$ cat src/rtl/history_regfile_pkg.sv
// Shared types and default sizes for the history register file.
// Imported by history_regfile and history_delay_line.
package history_regfile_pkg;

   typedef enum logic {
      ST_CLEAR,
      ST_IDLE
   } state_t;

   localparam int DEF_DATA_W = 8;
   localparam int DEF_DEPTH  = 8;
   localparam int DEF_CNT_W  = 4;

endpackage

$ cat src/rtl/history_delay_line.sv
// Two-stage history of the read data, with a validity shift register.
// Ports: clk, rst_n (async low), d in; q1/q2 delayed by 1/2 cycles, vld[1:0].
module history_delay_line
   import history_regfile_pkg::*;
#(
   parameter int DATA_W = DEF_DATA_W
) (
   input  logic              clk,
   input  logic              rst_n,
   input  logic [DATA_W-1:0] d,
   output logic [DATA_W-1:0] q1,
   output logic [DATA_W-1:0] q2,
   output logic [1:0]        vld
);

   always_ff @(posedge clk or negedge rst_n) begin
      if (!rst_n) begin
         q1  <= '0;
         q2  <= '0;
         vld <= 2'b00;
      end else begin
         q1  <= d;
         q2  <= q1;
         vld <= {vld[0], 1'b1};
      end
   end

endmodule

$ cat src/rtl/history_regfile.sv
// Indexed register file: valid/ready write port, combinational read,
// 1- and 2-cycle read history, self-clearing sweep after reset or clr_req.
// Ports: clk, rst_n, clr_req, wr_valid/wr_ready/wr_index/wr_data,
// rd_index/rd_data, past1_data, past2_data, past_valid, busy, wr_count.
// HISTORY_REGFILE_ASSERT_EN adds concurrent properties on the history.
module history_regfile
   import history_regfile_pkg::*;
#(
   parameter  int DATA_W = DEF_DATA_W,
   parameter  int DEPTH  = DEF_DEPTH,
   parameter  int CNT_W  = DEF_CNT_W,
   localparam int IDX_W  = $clog2(DEPTH)
) (
   input  logic              clk,
   input  logic              rst_n,
   input  logic              clr_req,
   input  logic              wr_valid,
   output logic              wr_ready,
   input  logic [IDX_W-1:0]  wr_index,
   input  logic [DATA_W-1:0] wr_data,
   input  logic [IDX_W-1:0]  rd_index,
   output logic [DATA_W-1:0] rd_data,
   output logic [DATA_W-1:0] past1_data,
   output logic [DATA_W-1:0] past2_data,
   output logic [1:0]        past_valid,
   output logic              busy,
   output logic [CNT_W-1:0]  wr_count
);

   state_t            state;
   logic [IDX_W-1:0]  clr_ptr;
   logic [CNT_W-1:0]  cnt_q;
   logic              wr_acc;
   logic [DATA_W-1:0] regs [DEPTH];

   assign busy     = (state == ST_CLEAR);
   assign wr_ready = (state == ST_IDLE) && !clr_req;
   assign wr_acc   = wr_valid && wr_ready;
   assign wr_count = cnt_q;
   assign rd_data  = regs[rd_index];

   always_ff @(posedge clk or negedge rst_n) begin
      if (!rst_n) begin
         state   <= ST_CLEAR;
         clr_ptr <= '0;
         cnt_q   <= '0;
      end else begin
         unique case (state)
            ST_CLEAR: begin
               if (clr_ptr == IDX_W'(DEPTH - 1)) begin
                  state   <= ST_IDLE;
                  clr_ptr <= '0;
               end else begin
                  clr_ptr <= clr_ptr + 1'b1;
               end
            end
            ST_IDLE: begin
               if (clr_req) begin
                  state   <= ST_CLEAR;
                  clr_ptr <= '0;
               end
            end
            default: state <= ST_CLEAR;
         endcase
         if (wr_acc)
            cnt_q <= cnt_q + 1'b1;
      end
   end

   // Storage has no reset; the sweep zeroes it one entry per cycle.
   always_ff @(posedge clk) begin
      if (state == ST_CLEAR)
         regs[clr_ptr] <= '0;
      else if (wr_acc)
         regs[wr_index] <= wr_data;
   end

   history_delay_line #(
      .DATA_W (DATA_W)
   ) u_hist (
      .clk   (clk),
      .rst_n (rst_n),
      .d     (rd_data),
      .q1    (past1_data),
      .q2    (past2_data),
      .vld   (past_valid)
   );

`ifdef HISTORY_REGFILE_ASSERT_EN
   a_past1: assert property (@(posedge clk)
      disable iff (!rst_n || !past_valid[0])
      past1_data == $past(rd_data));

   a_past2: assert property (@(posedge clk)
      disable iff (!rst_n || !past_valid[1])
      past2_data == $past(rd_data, 2));

   a_noacc: assert property (@(posedge clk)
      busy |-> !wr_ready);

   m_hold: assume property (@(posedge clk)
      wr_valid && !wr_ready |=> wr_valid);

   c_wrap: cover property (@(posedge clk)
      disable iff (!rst_n)
      wr_acc ##1 (wr_count == '0));
`else
`endif

endmodule

$ cat config.mk
export PLATFORM = sky130hd
export DESIGN_NAME = history_regfile
export DESIGN_NICKNAME = d
export VERILOG_FILES = /design/src/rtl/history_regfile_pkg.sv /design/src/rtl/history_delay_line.sv /design/src/rtl/history_regfile.sv
export SDC_FILE = /design/constraint.sdc
export NUM_CORES = 1
export LEC_CHECK = 0
export CAP_MARGIN = 0
export CORE_MARGIN = 4
export CORE_UTILIZATION = 53
export DETAILED_ROUTE_END_ITERATION = 8
export GPL_TIMING_DRIVEN = 0
export PLACE_DENSITY = 0.76
export SLEW_MARGIN = 0
export SYNTH_ARGS = -nofsm -noshare
export SYNTH_HDL_FRONTEND = slang
export SYNTH_SLANG_ARGS = --single-unit
$ cat constraint.sdc
create_clock -name clk -period 2.85 [get_ports clk]
set_input_delay 0.7125 -clock clk [delete_from_list [all_inputs] [get_ports clk]]
set_output_delay 0.7125 -clock clk [all_outputs]
set_load 0.03 [all_outputs]
# --- Word-level counts from Yosys, hierarchy flattened ---
# Memories as Yosys holds them, arrays and structs flattened.
# Cells that the tools add are included.
totals:
  register_bits: 26
  ramBits: 64
  in_bits: 18
  out_inout_bits: 32
  mem_count: 1
op_classes:
  n_addsub: 2
  eq_ne: 2
  muxes: 13
  n_bitwise: 1
  reduce_logical: 4
mem_list:
  columns: ["memory", "words", "word_bits", "read_ports", "rd_clocked_by_memory_dff", "write_ports", "line_no", "text"]
  rows:
  - ["regs", 8, 8, 1, 0, 1, "history_regfile.sv:34", "logic [DATA_W-1:0] regs [DEPTH];"]
op_table:
  columns: ["op", "count"]
  rows:
  - ["2-to-1 mux 3 bit", 3]
  - ["2-to-1 mux 8 bit", 1]
  - ["OR reduction 8 bit", 1]
  - ["2-to-1 mux 1 bit", 7]
  - ["one-hot mux 3 bit (2 select lines)", 1]
  - ["adder 4 x 1 -> 4 bit, second input constant", 1]
  - ["adder 3 x 1 -> 3 bit, second input constant", 1]
  - ["== test 3 bit, second input constant", 1]
  - ["logical AND 1 bit", 2]
  - ["!= test 2 bit, second input constant", 1]
  - ["one-hot mux 1 bit (2 select lines)", 1]
  - ["logical NOT 1 bit", 1]
  - ["inverter 1 bit", 1]

# --- Logic depth before layout (Yosys ltp) ---
depth:
  word_depth: 8
  mapped_depth: 5
  depth_no_buf: 3

# --- Cells and area by module ---
# A second synthesis with hierarchy kept.
unflattened:
  cells_unflattened: 173
  hier_area_um2: 3470.8
by_module_without_submodules:
  columns: ["module", "instances", "cells_per_inst", "area_per_inst_um2", "seq_area_each_um2"]
  rows:
  - ["history_regfile", 1, 154, 3016.6, 2122.0]
  - ["history_delay_line", 1, 19, 454.2, 450.4]

# --- Worst setup path after synthesis ---
# Ideal clock, no wire load.
synth_path:
  path_kind: "input -> output"
  from: "input rd_index[0]"
  to: "output rd_data[1]"
  t_arrival_ns: 1.838
  required_time_ns: 2.138
  path_slack_ns: 0.299
  stages: 4
  path_buffers: 2
  path_cell_list: "buf_6 -> buf_12 -> mux4_1 -> mux2_2"
synth_via:
  elab_chain_len: 1
synth_rtl:
  columns: ["item", "line_no", "text"]
  rows:
  - ["from (decl)", "history_regfile.sv:21", "input logic [IDX_W-1:0] rd_index,"]
  - ["memory (8 x 8 bit)", null, null]
  - ["to (decl)", "history_regfile.sv:22", "output logic [DATA_W-1:0] rd_data,"]
# Every way passes these cells.

# --- Worst setup path in the final report ---
layout_path:
  from: "input rd_index[0]"
  to: "output rd_data[0]"
# Same word-level chain as after synthesis.

==> metrics.csv <==
metric,value,unit
"area leader, netlist",edfxtp_1,
"Req. time, crit path",2140,ps
register area share after synthesis,74.1,%
Fin Setup TNS,0,ps
crit path cell chain,buf_6 > buf_12 > mux4_2 > mux2_2 > clkdlybuf4s15_2,
CTS sink count,90,
Yosys reg bits,90,
WL final,5960,um
die area,0.00791,sq mm
DRC viols,0,
Hold WS,378,ps
CTS tree,built,
Rows,29,
CTS max path bufs,2,
Ys Warns,0,
cts bufs inserted,9,
Critical Path AT,2080,ps
number of vias per cell,5.47,
worst slew pin tran,905,ps
clock skew,8.30,ps
# setup viols final,0,
H-tree depth,3,
crit path launch,rd_index[0],
vias,1706,
worst path buffer plus inverter count,3,
Initial Utilization,54.7,%
slowest stage cell on the critical path,mux4_2,
vias in the first global route,1742,
WS Path Type,input port to primary output,
# port buffers,46,
drt wl/cell,19.1,um
final critical-path share of the clock period,98.0,%
post-route ant nets,0,
die width,88.9,um
outcome,"finished, final reports clean",
Area Growth Syn to Fin,21.1,%
"critical path fanouts, max",10,
P_leak,1.59,nW
Final Max Tran Viols,0,
power per cell area,967,mW/mm^2
Synth area leaders,"edfxtp_1, dfrtp_1, mux4_1",
height of the chip,88.9,um
"Cell Area, Synth",0.00347,sq mm
Fmax,358,MHz
Mapped Cells,173,
Synth top area share,55.4,%
Relative slew margins,39.4,%
crit end category,primary output,
initial antenna violation count,0,
I/O pin total,50,
share of layout cells above drive strength 1,16.2,%
"Clk pin slew, worst setup/hold paths",80,ps
final hold viol count,0,
unrepaired setup endpoints after global routing,false,
grt total ovfl,0,
Nets,251,
Max Cap Viol,0,
post-synthesis net count,194,
total core area,0.00635,sq mm
Yosys cell types,26,
Iter 0 DRT Violations,112,
Tmin final,2790,ps
worst skew pair latency,350,ps
first-pass GRT wire length,9240,um
routability cong.,0.723,
"CP delay by family, top",multiplexers,
CTS root buffer,clkbuf_8,
overall routing resource usage,16.7,%
Min-Delay Path Class,input port to asynchronous set/reset pin,
largest net degree at the start of global routing,27,
peak supply drop,568,uV
hold_buf cts,0,
Mapped Avg Cell Area,20.1,sq um
startpoint class of the critical path,input port,
1st-pass router iterations,4,
antenna diode count,0,
CP max stage delay,510,ps
Worst R2R Start,state,
## per-layer routing
metal | global-route usage (%) | up-vias | routed length, um
met2 | 27.0 | 51 | 2950
met1 | 22.1 | 858 | 2580
met3 | 3.69 | 11 | 329
met5 | 0 | - | 0
li1 | - | 786 | -
met4 | 7.01 | 0 | 102
## power breakdown
group	leakage (nW)	switching, W	internal (W)
Sequential	0.917	0.000142	0.00184
Combinational	0.572	0.000700	0.000455
Clock	0.105	0.000408	0.000517
## path summary, 6_finish.rpt
check                                    end  slack (ps)  depth (start not counted)
worst max-delay path              rd_data[0]          60                          5
worst min-delay path              clr_ptr[2]         380                          1
worst max register to register    regs[6][2]         610                          4
worst min register to register  u_hist.q2[6]         380                          0
max in group asynchronous       u_hist.q2[7]        2050                          1
min in group clk                u_hist.q2[6]         380                          0
## cell usage after synthesis (all sizes together)
library cell  number
clkbuf             1
conb               1
edfxtp            64
a22o               2
xnor2              2
nand2              4
nor2b              7
mux2              10
buf                6
mux2i              3
nand4              1
and2               8
a31oi              2
o31ai              1
a21o               1
and3b              1
ha                 3
inv                2
nor2              11
dfrtp             26
mux4              16
xor2               1
## layout make-up
class                           count  area (sq um)
Clock inverter                      3          63.8
Timing Repair Buffer               46           420
Buffer                              7          57.6
Tap cell                           77          96.3
Inverter                            2          7.51
Clock buffer                       13           149
Multi-Input combinational cell     74           837
Fill cell                         405          2150
Sequential cell                    90          2570
## state kept, by name, summed over array words and instances (netlist names)
| name | flops |
|---|---|
| u_hist.vld | 2 |
| wr_count | 4 |
| regs | 64 |
| state | 1 |
| u_hist.q2 | 8 |
| clr_ptr | 3 |
| u_hist.q1 | 8 |
## repair_timing
item / in CTS / in global routing
endpoints found under the setup margin: 9 / 5
cloned: 0 / 0
pin swaps: 0 / 0
setup buffers: 0 / 0
gates resized for setup: 31 / 10
## through the flow
step | instance area, sq um | total power (W) | setup slack [ps] | std cells | utilization, %
after floorplan | 3470 | 0.00272 | 299 | 173 | -
after global placement | 4030 | 0.00318 | -497 | 296 | 63.4
after detailed placement | 4030 | 0.00323 | -479 | 296 | 63.4
after CTS | 4240 | 0.00411 | 0.487 | 312 | 66.8
after global routing | 4200 | 0.00426 | 8.22 | 312 | 66.2
final | 4200 | 0.00407 | 57.6 | 312 | 66.2
## cells by family after synthesis
| family | share of synthesized area (%) |
|---|---|
| AOI/OAI and AO/OA | 1.30 |
| and+or+nand+nor | 4.76 |
| other | 0.108 |
| buffers and inverters | 1.77 |
| xor gates and xnor gates | 0.757 |
| DFF | 74.1 |
| adders and majority gates | 1.08 |
| muxes | 16.1 |
## placed cells by master, fill, tap and decap left out, types with 2 or more instances in the layout
master	n
mux4_1	15
nor2_1	11
dfrtp_1	26
clkbuf_1	3
and2_1	8
edfxtp_1	64
a22o_1	2
mux2i_1	3
clkbuf_8	10
clkdlybuf4s50_1	36
nand2_1	4
a31oi_1	2
mux2_2	10
nor2b_1	7
buf_2	10
inv_1	2
bufinv_16	2
ha_1	3
xnor2_1	2
No activity file was read; power rests on OpenSTA's default activity.
